`config.mk`:
```
export PLATFORM = sky130hd
export DESIGN_NAME = mem_stage
export DESIGN_NICKNAME = d
export VERILOG_FILES = /design/src/rtl/mem_stage.sv
export SDC_FILE = /design/constraint.sdc
export NUM_CORES = 1
export LEC_CHECK = 0
export ABC_CLOCK_PERIOD_IN_PS = 3500
export BUFFER_PORTS_ARGS = -buffer_cell sky130_fd_sc_hd__buf_2
export CAP_MARGIN = 20
export CELL_PAD_IN_SITES_DETAIL_PLACEMENT = 0
export CELL_PAD_IN_SITES_GLOBAL_PLACEMENT = 2
export CORE_MARGIN = 2
export CORE_UTILIZATION = 19
export CTS_CLUSTER_SIZE = 28
export DETAILED_ROUTE_END_ITERATION = 7
export GPL_TIMING_DRIVEN = 0
export PLACE_DENSITY = 0.85
export REMOVE_ABC_BUFFERS = 1
export SLEW_MARGIN = 15
export SYNTH_ARGS = -nofsm -noshare
export SYNTH_HDL_FRONTEND = slang
export SYNTH_SLANG_ARGS = --single-unit
```
`constraint.sdc`:
```
create_clock -name clk -period 3.5 [get_ports clk]
set_input_delay 0.875 -clock clk [delete_from_list [all_inputs] [get_ports clk]]
set_output_delay 0.875 -clock clk [all_outputs]
set_load 0.005 [all_outputs]
```
`src/rtl/mem_stage.sv`:
```
// mem_stage: pipeline memory stage. Issues data-memory requests for loads and
// stores, stalls upstream while an access is outstanding, extracts and extends
// load data, and registers results toward write-back.
module mem_stage (
  input  logic        clk,
  input  logic        reset,
  input  logic [31:0] pc_in,
  input  logic [31:0] iw_in,
  input  logic [31:0] alu_in,
  input  logic [31:0] rs2_data_in,
  input  logic [4:0]  wb_reg_in,
  input  logic        wb_enable_in,
  input  logic        mem_we_in,
  output logic        dmem_req,
  output logic        dmem_we,
  output logic [31:0] dmem_addr,
  output logic [31:0] dmem_wdata,
  output logic [3:0]  dmem_be,
  input  logic [31:0] dmem_rdata,
  input  logic        dmem_ack,
  output logic        mem_stall,
  output logic        df_mem_enable,
  output logic [4:0]  df_mem_reg,
  output logic [31:0] df_mem_data,
  output logic [31:0] pc_out,
  output logic [31:0] iw_out,
  output logic [31:0] wb_data_out,
  output logic [4:0]  wb_reg_out,
  output logic        wb_enable_out,
  output logic        misalign_err
);

  localparam int unsigned XLEN = 32;
  localparam int unsigned REGW = 5;
  localparam int unsigned BEW  = 4;
  localparam logic [XLEN-1:0] NOP_IW    = 32'h0000_0013;
  localparam logic [6:0]      OP_LOAD   = 7'b0000011;

  typedef enum logic {S_IDLE, S_WAIT} state_t;

  state_t state_q, state_d;

  logic            is_load;
  logic            is_store;
  logic            misaligned;
  logic            access;
  logic [2:0]      func3;
  logic [1:0]      byte_off;
  logic [BEW-1:0]  store_be;
  logic [XLEN-1:0] store_data;
  logic [XLEN-1:0] shifted;
  logic [XLEN-1:0] load_data;
  logic [XLEN-1:0] wb_data_sel;

  logic [XLEN-1:0] pc_d, pc_q;
  logic [XLEN-1:0] iw_d, iw_q;
  logic [XLEN-1:0] wb_data_d, wb_data_q;
  logic [REGW-1:0] wb_reg_d, wb_reg_q;
  logic            wb_en_d, wb_en_q;
  logic            mis_d, mis_q;

  // Decode, alignment check, store lane formatting and load extraction
  always_comb begin
    func3      = iw_in[14:12];
    byte_off   = alu_in[1:0];
    is_store   = mem_we_in;
    is_load    = (iw_in[6:0] == OP_LOAD) && !mem_we_in;
    misaligned = 1'b0;
    store_be   = 4'b1111;
    store_data = rs2_data_in;
    load_data  = '0;
    shifted    = dmem_rdata >> {byte_off, 3'b000};

    case (func3[1:0])
      2'b00:   misaligned = 1'b0;
      2'b01:   misaligned = alu_in[0];
      default: misaligned = |alu_in[1:0];
    endcase
    misaligned = misaligned && (is_load || is_store);
    access     = (is_load || is_store) && !misaligned;

    case (func3[1:0])
      2'b00: begin
        store_be   = 4'b0001 << byte_off;
        store_data = {4{rs2_data_in[7:0]}};
      end
      2'b01: begin
        store_be   = 4'b0011 << byte_off;
        store_data = {2{rs2_data_in[15:0]}};
      end
      default: begin
        store_be   = 4'b1111;
        store_data = rs2_data_in;
      end
    endcase

    case (func3)
      3'b000:  load_data = {{24{shifted[7]}}, shifted[7:0]};
      3'b001:  load_data = {{16{shifted[15]}}, shifted[15:0]};
      3'b100:  load_data = {24'd0, shifted[7:0]};
      3'b101:  load_data = {16'd0, shifted[15:0]};
      default: load_data = shifted;
    endcase

    wb_data_sel = (is_load && access) ? load_data : alu_in;
  end

  // FSM next state plus request/stall generation; ack only matters with a request
  always_comb begin
    state_d   = state_q;
    dmem_req  = 1'b0;
    mem_stall = 1'b0;
    case (state_q)
      S_IDLE: begin
        if (access) begin
          dmem_req = 1'b1;
          if (!dmem_ack) begin
            mem_stall = 1'b1;
            state_d   = S_WAIT;
          end
        end
      end
      S_WAIT: begin
        if (access) begin
          dmem_req = 1'b1;
          if (dmem_ack) begin
            state_d = S_IDLE;
          end else begin
            mem_stall = 1'b1;
          end
        end else begin
          state_d = S_IDLE;
        end
      end
      default: state_d = S_IDLE;
    endcase
    if (reset) begin
      dmem_req  = 1'b0;
      mem_stall = 1'b0;
    end
  end

  // Memory port and forwarding drive
  always_comb begin
    dmem_addr     = {alu_in[31:2], 2'b00};
    dmem_we       = dmem_req && is_store;
    dmem_be       = is_store ? store_be : 4'b1111;
    dmem_wdata    = store_data;
    df_mem_reg    = wb_reg_in;
    df_mem_enable = wb_enable_in && !mem_stall && !misaligned;
    df_mem_data   = mem_stall ? '0 : wb_data_sel;
  end

  // Next values for the WB register: bubble while stalled
  always_comb begin
    pc_d      = pc_in;
    iw_d      = iw_in;
    wb_data_d = wb_data_sel;
    wb_reg_d  = wb_reg_in;
    wb_en_d   = wb_enable_in && !misaligned;
    mis_d     = misaligned;
    if (mem_stall) begin
      iw_d      = NOP_IW;
      wb_data_d = '0;
      wb_reg_d  = '0;
      wb_en_d   = 1'b0;
      mis_d     = 1'b0;
    end
  end

  // FSM state register
  always_ff @(posedge clk or posedge reset) begin
    if (reset) begin
      state_q <= S_IDLE;
    end else begin
      state_q <= state_d;
    end
  end

  // WB pipeline register
  always_ff @(posedge clk or posedge reset) begin
    if (reset) begin
      pc_q      <= '0;
      iw_q      <= '0;
      wb_data_q <= '0;
      wb_reg_q  <= '0;
      wb_en_q   <= 1'b0;
      mis_q     <= 1'b0;
    end else begin
      pc_q      <= pc_d;
      iw_q      <= iw_d;
      wb_data_q <= wb_data_d;
      wb_reg_q  <= wb_reg_d;
      wb_en_q   <= wb_en_d;
      mis_q     <= mis_d;
    end
  end

  assign pc_out        = pc_q;
  assign iw_out        = iw_q;
  assign wb_data_out   = wb_data_q;
  assign wb_reg_out    = wb_reg_q;
  assign wb_enable_out = wb_en_q;
  assign misalign_err  = mis_q;

endmodule

```
==> summary.md, run 1 <==
| Metric | Value |
|---|---|
| Placed insts | `about 1100` |
| Pwr/cell area | `about 380 nW/um^2` |
| Commonest non-fill, non-tap cell in the layout | `buf_2` |
| DP Wirelength | `around 16 mm` |
| H-Tree Level Count | `3` |
| Top cells by area, synth | `dfrtp_1 (53%), buf_4 (7.4%), mux2i_1 (5.4%)` |
| Maximum clock rate | `277 MHz` |
| Max incr delay on CP | `roughly 0.48 ns` |
| Hold Fails Final Rpt | `0` |
| Die width | `164 um` |
| Site Rows | `58` |
| Core box area | `about 25000 um^2` |
| Finished Layout Cells | `1136` |
| Critical Path Start | `alu_in[0]` |
| Most frequent cells in the layout | `buf_2 (374), dfrtp_1 (103), nand2_1 (60), and2_1 (36), a21oi_1 (31)` |
| Critical path type | `in2out` |
| Failing checks | `negative setup slack` |
| Chip height | `between 150 and 200 um` |
| Final Instance Area | `a little under 8000 um^2` |
| Synth unique cells | `42` |
| Vias in the first global route | `approximately 4900` |
| EDFF count, synth | `0` |
| Starting density of the core | `19.3%` |
| DR vias | `4823` |
| Sequential-to-total area share from yosys stat | `53.1%` |
| Synthesized area per cell | `10.8 um^2` |
| Run status | `finished with violations` |
| GRT Resource Usage Total | `roughly 17%` |
| Worst EP arrival | `~2.7 ns` |
| Yosys warns | `0` |
| Routed len/inst | `~21 um` |
| Nets | `~970` |
| Primary FF master, synth | `dfrtp_1` |
| GR Util met2 | `~32%` |
| I/O Pins | `around 380` |
| Synth async-reset ratio | `between 90% and 100%` |
| Routed vias/inst | `roughly 4.2` |
| Final setup violation count | `8` |
| Post-synth top area cell | `dfrtp_1` |
| Syn-to-layout area delta | `58.5%` |
| Final WS setup | `-0.109 ns` |
| Max FO, Critical Path | `8` |
| Layout cells sized above 1 | `approximately three fifths` |
| Total wire length | `24.2 mm` |
| Least-Margin Pin Slew | `0.686 ns` |
| DRC | `0` |
| GPL Wtd Cong | `between 0.7 and 0.8` |
| Fin crit share | `103%` |
| Worst Path Required | `2.62 ns` |
| Largest net degree at the start of global routing | `84` |
| Met1 Use GR | `approximately 20%` |
| Hold Crit Class | `in2async` |
| Initial antenna violation count | `1` |
| Root cell of the clock tree | `clkbuf_16` |
| CP Buf/Inv Count | `3` |
| Slowest-stage cell, CP | `mux4_2` |
| Mapped Area | `a little under 5000 um^2` |
| Placed Area | `a little under 7000 um^2` |
| GRT Residual Overflow | `0` |
| Worst setup SP type | `input port` |
| Min Tclk post-route | `around 3.6 ns` |
| Die footprint | `between 20000 and 30000 um^2` |
| Global-route wire length before repair | `32.6 mm` |
| Synth Register Bits | `around 100` |
| TritonCTS Buffers | `9` |
| Hold-fix buffers at CTS | `0` |
| Worst path cell trace | `buf_16 > mux2i_4 > mux4_2 > buf_6 > or3_4 > a311oi_2 > buf_2` |
| DRT Pass-1 Iters | `4` |
| Max-Cap Viols | `0` |
| Top Usage Layer GRT | `met2` |
| Antenna Violating Nets Remaining | `0` |
| PortBufs | `around 380` |
| Leak | `3.82 nW` |
| Worst setup EP type | `primary output` |
| Max Buffers Root-to-Sink | `2` |
| Worst vdd ir | `0.198 mV` |
| Area share of the largest cell type after synthesis | `a little over half` |
| CTS tree | `built` |
| Slew headroom | `about 54%` |
| CTS sink cnt | `103` |
| N_diodes | `0` |
| Final Max Tran Viols | `0` |
| Iter 0 DRT Violations | `138` |
| RSZ-0062 raised after global routing | `true` |
| Met3 usage | `under 10%` |
| Synth Instances | `450` |
| Worst-path clk slew | `about 0.08 ns` |
| CP top delay family | `multiplexers` |
==> worst max path at each step <==
stage / endpoint / cells after the start
2_1_floorplan: df_mem_data[15] / 5
6_report: df_mem_data[24] / 7
3_3_place_gp: df_mem_data[31] / 7
5_1_grt: df_mem_data[24] / 7
4_1_cts: df_mem_data[31] / 6
3_5_place_dp: df_mem_data[31] / 6
==> stage by stage <==
| stage | total power (W) | hold slack, ns | TNS [ns] | setup WS, ns | utilization, % |
|---|---|---|---|---|---|
| final | 0.00290 | 0.525 | -0.364 | -0.109 | 30.7 |
| after global routing | 0.00307 | 0.527 | -1.24 | -0.175 | 30.7 |
| after CTS | 0.00295 | 0.509 | -0.684 | -0.0827 | 29.9 |
| after detailed placement | 0.00184 | 0.865 | -47.73 | -1.30 | 26.8 |
| after global placement | 0.00183 | 0.983 | -262.20 | -2.26 | 26.5 |
| after floorplan | 0.00148 | 0.906 | -19.80 | -0.401 | - |
==> cell families after synthesis <==
group	Yosys count	share of synthesized area [%]
compound gates	91	13.6
other cells	1	0.0772
mux	41	9.07
simple gates	130	13.4
flops	103	53.1
buf+inv	84	10.8
==> cell usage after synthesis (2+ instances only) <==
| library cell | count |
|---|---|
| buf_1 | 4 |
| clkbuf_1 | 17 |
| dfrtp_1 | 103 |
| mux2_2 | 14 |
| nor3_1 | 3 |
| buf_2 | 7 |
| mux2i_1 | 26 |
| a211oi_1 | 7 |
| a21oi_1 | 33 |
| nor2_1 | 9 |
| and2_1 | 36 |
| o2bb2ai_1 | 5 |
| nand2_1 | 61 |
| a311oi_1 | 6 |
| buf_4 | 48 |
| a311oi_2 | 10 |
| or4_1 | 2 |
| nand2b_1 | 6 |
| nor3b_1 | 3 |
| o2111ai_1 | 5 |
| nor2b_1 | 3 |
| inv_1 | 4 |
| o21ai_0 | 19 |
==> per-layer routing <==
metal,wire [um],share of wire [%],vias up
met4,192,0.79,2
met2,12800,53,249
li1,-,-,2221
met5,13,0.054,-
met1,9620,40,2337
met3,1650,6.8,14
==> state kept, by name, indices dropped and copies added, names as in the netlist <==
register,count
iw_out,32
pc_out,32
wb_data_out,32
wb_reg_out,5
misalign_err,1
wb_enable_out,1
==> where the power goes <==
group	leakage, nW	switching (W)	total (W)	internal, W
Clock	0.141	0.000516	0.00102	0.000501
Sequential	1.21	0.0000164	0.00127	0.00126
Combinational	2.47	0.000325	0.000614	0.000288
Total	3.82	0.000857	0.00290	0.00205
==> final cells by class <==
type / count / area [um^2]
Timing Repair Buffer: 411 / 2300
Tap cell: 330 / 413
Sequential cell: 103 / 2580
Clock buffer: 9 / 225
Fill cell: 2687 / 17400
Clock inverter: 7 / 66.3
Timing Repair inverter: 3 / 48.8
Multi-Input combinational cell: 268 / 2010
Inverter: 5 / 55.1
==> timing repair <==
item | in CTS | in global routing
endpoints found under the setup margin | 35 | 31
pin swaps | 12 | 7
buffers inserted | 20 | 7
cloned | 7 | 2
hold endpoints to repair | 0 | 0
resized for setup | 55 | 15
No activity file was read; power rests on OpenSTA's default activity.
==> inputs of run 2 (changes only) <==
--- a/config.mk
+++ b/config.mk
@@ -11,11 +11,12 @@
 export CELL_PAD_IN_SITES_DETAIL_PLACEMENT = 0
 export CELL_PAD_IN_SITES_GLOBAL_PLACEMENT = 2
 export CORE_MARGIN = 2
-export CORE_UTILIZATION = 19
+export CORE_UTILIZATION = 20
+export CTS_BUF_LIST = sky130_fd_sc_hd__clkbuf_8
 export CTS_CLUSTER_SIZE = 28
 export DETAILED_ROUTE_END_ITERATION = 7
 export GPL_TIMING_DRIVEN = 0
-export PLACE_DENSITY = 0.85
+export PLACE_DENSITY = 0.88
 export REMOVE_ABC_BUFFERS = 1
 export SLEW_MARGIN = 15
 export SYNTH_ARGS = -nofsm -noshare
==> run 2 against run 1 <==
The flow still finishes with violations (negative setup slack); flip-flop and latch count is the same; total power shrank 8.7%; global-route usage grew 0.82 points; critical path depth fell by 1; worst hold slack got worse by 0.087 ns; first-iteration DRC count up 78%; worst setup slack improved by 0.073 ns; final cell count down 0.70%; critical path type unchanged.
==> summary.md, run 2 (synthesized netlist as in run 1, its figures left out) <==
| Metric | Value |
|---|---|
| Hold Fails Final Rpt | `0 (unchanged)` |
| Run status | `finished with violations (unchanged)` |
| Root cell of the clock tree | `clkbuf_8 (was clkbuf_16)` |
| Nets | `969 (was 971)` |
| GRT Resource Usage Total | `18.0% (was 17.2%)` |
| Antenna Violating Nets Remaining | `0 (unchanged)` |
| DR vias | `4848 (was 4823)` |
| CTS sink cnt | `103 (unchanged)` |
| Syn-to-layout area delta | `58.3% (was 58.5%)` |
| Starting density of the core | `20.2% (was 19.3%)` |
| Vias in the first global route | `4877 (was 4870)` |
| Core box area | `24100 um^2 (was 25100 um^2)` |
| Worst setup path endpoint | `df_mem_data[23] (was df_mem_data[24])` |
| Clock share of power | `28.8% (was 35.0%)` |
| FILL cells | `2561 (was 2687)` |
| P_sw | `0.000827 W (was 0.000857 W)` |
| GRT Residual Overflow | `0 (unchanged)` |
| Chip height | `160 um (was 164 um)` |
| Failing checks | `negative setup slack (unchanged)` |
| Min Tclk post-route | `3.54 ns (was 3.61 ns)` |
| Layout cells sized above 1 | `61.9% (was 61.4%)` |
| GPL Wtd Cong | `0.746 (was 0.745)` |
| Slew headroom | `49.5% (was 54.1%)` |
| Initial antenna violation count | `0 (was 1)` |
| TritonCTS Buffers | `9 (unchanged)` |
| Worst Path Required | `2.62 ns (about the same)` |
| Sw Share | `31.2% (was 29.5%)` |
| Critical Path Start | `alu_in[0] (unchanged)` |
| Site Rows | `57 (was 58)` |
| Total wire length | `23.8 mm (was 24.2 mm)` |
| Fin crit share | `101% (was 103%)` |
| I/O Pins | `382 (unchanged)` |
| Least-Margin Pin Slew | `0.755 ns (was 0.686 ns)` |
| Final WS setup | `-0.0360 ns (was -0.109 ns)` |
| Flop pwr share | `48.1% (was 43.9%)` |
| Worst vdd ir | `0.146 mV (was 0.198 mV)` |
| Critical path type | `in2out (unchanged)` |
| Hold-fix buffers at CTS | `0 (unchanged)` |
| DP Wirelength | `16.3 mm (was 16.2 mm)` |
| CTS tree | `built (unchanged)` |
| H-Tree Level Count | `3 (unchanged)` |
| RSZ-0062 raised after global routing | `true (unchanged)` |
| Largest net degree at the start of global routing | `85 (was 84)` |
| Power share of the combinational group | `23.2% (was 21.1%)` |
| Int Power | `0.00182 W (was 0.00205 W)` |
| Routed len/inst | `21.1 um (was 21.3 um)` |
| Worst setup SP type | `input port (unchanged)` |
| Iter 0 DRT Violations | `246 (was 138)` |
| Most frequent cells in the layout | `buf_2 (373), dfrtp_1 (103), nand2_1 (59), and2_1 (36), a21oi_1 (27) (was buf_2 (374), dfrtp_1 (103), nand2_1 (60), and2_1 (36), a21oi_1 (31))` |
| PortBufs | `379 (unchanged)` |
| Commonest non-fill, non-tap cell in the layout | `buf_2 (unchanged)` |
| Routed vias/inst | `4.30 (was 4.25)` |
| Leak | `3.82 nW (about the same)` |
| Die footprint | `25600 um^2 (was 26900 um^2)` |
| Maximum clock rate | `283 MHz (was 277 MHz)` |
| Max-Cap Viols | `0 (unchanged)` |
| Max FO, Critical Path | `8 (unchanged)` |
| Worst setup EP type | `primary output (unchanged)` |
| Worst-path clk slew | `0.13 ns (was 0.08 ns)` |
| Pwr Total | `0.00265 W (was 0.00290 W)` |
| Worst EP arrival | `2.66 ns (was 2.73 ns)` |
| DRC | `0 (unchanged)` |
| Final Max Tran Viols | `0 (unchanged)` |
| Global-route wire length before repair | `33.3 mm (was 32.6 mm)` |
| N_diodes | `0 (unchanged)` |
| Hold Crit Class | `in2async (unchanged)` |
| DRT Pass-1 Iters | `4 (unchanged)` |
| Max Buffers Root-to-Sink | `2 (unchanged)` |
| Die width | `160 um (was 164 um)` |
| Final setup violation count | `15 (was 8)` |
| Pwr/cell area | `345 nW/um^2 (was 377 nW/um^2)` |
| Hold WS | `0.438 ns (was 0.525 ns)` |
[run 2: routing by layer]
layer / GRT usage (%) / up-vias / part of all wire [%]
met4: 3.48 / 0 / 0.69
met2: 33.6 / 263 / 53
met5: 0 / - / 0
met1: 21.4 / 2371 / 40
li1: - / 2206 / -
met3: 3.77 / 8 / 6.5
[run 2: worst min-delay path by stage]
stage | cells after the start | start | endpoint | slack, ns
2_1_floorplan | 0 | pc_in[0] | pc_out[0] | 0.91
3_3_place_gp | 1 | pc_in[25] | pc_out[25] | 0.98
3_5_place_dp | 2 | reset | iw_out[3] | 0.87
4_1_cts | 2 | reset | iw_out[2] | 0.42
5_1_grt | 2 | reset | iw_out[5] | 0.43
6_report | 2 | reset | iw_out[1] | 0.44
[run 2: cell type report]
class	instances	area, um^2	share of cell area, %
repair inverters	4	96.3	1.25
flip-flops and latches	103	2580	33.5
multi-input cells	266	2030	26.5
clock inverters	7	71.3	0.927
repair buffers	410	2330	30.2
inverters	5	55.1	0.716
clock buffers	9	124	1.61
well taps	324	405	5.27
[run 2: what timing repair did]
item	in CTS	in global routing
setup endpoints to repair	35	33
gates resized for setup	59	33
setup buffers	19	7
cloned	7	1
hold endpoints to repair	0	0
pin swaps	14	14
[run 2: critical path, cell delays in order]
cell and delay [ns]:
buf_16 0.12, mux2i_4 0.18, mux4_2 0.53, or3_4 0.49
a311oi_4 0.29, buf_2 0.17
[run 2: per-stage QoR]
stage | instance area, um^2 | TNS, ns | std cells | setup slack, ns | util (%)
after floorplan | 4360 | -19.80 | 372 | -0.401 | -
final | 7690 | -0.262 | 1128 | -0.0360 | 31.9
after detailed placement | 6720 | -43.48 | 1078 | -1.31 | 27.9
after CTS | 7450 | -1.58 | 1120 | -0.164 | 30.9
after global placement | 6660 | -264.21 | 1075 | -2.20 | 27.6
after global routing | 7690 | -1.19 | 1128 | -0.0824 | 31.9
[run 2: power by group through the flow]
stage | Clock (W) | Combinational [W] | Sequential (W)
global route | 0.000853 | 0.000670 | 0.00128
global placement | 0 | 0.000537 | 0.00130
detailed placement | 0 | 0.000546 | 0.00130
finish | 0.000763 | 0.000614 | 0.00127
CTS | 0.000805 | 0.000609 | 0.00128
floorplan | 0 | 0.000169 | 0.00131
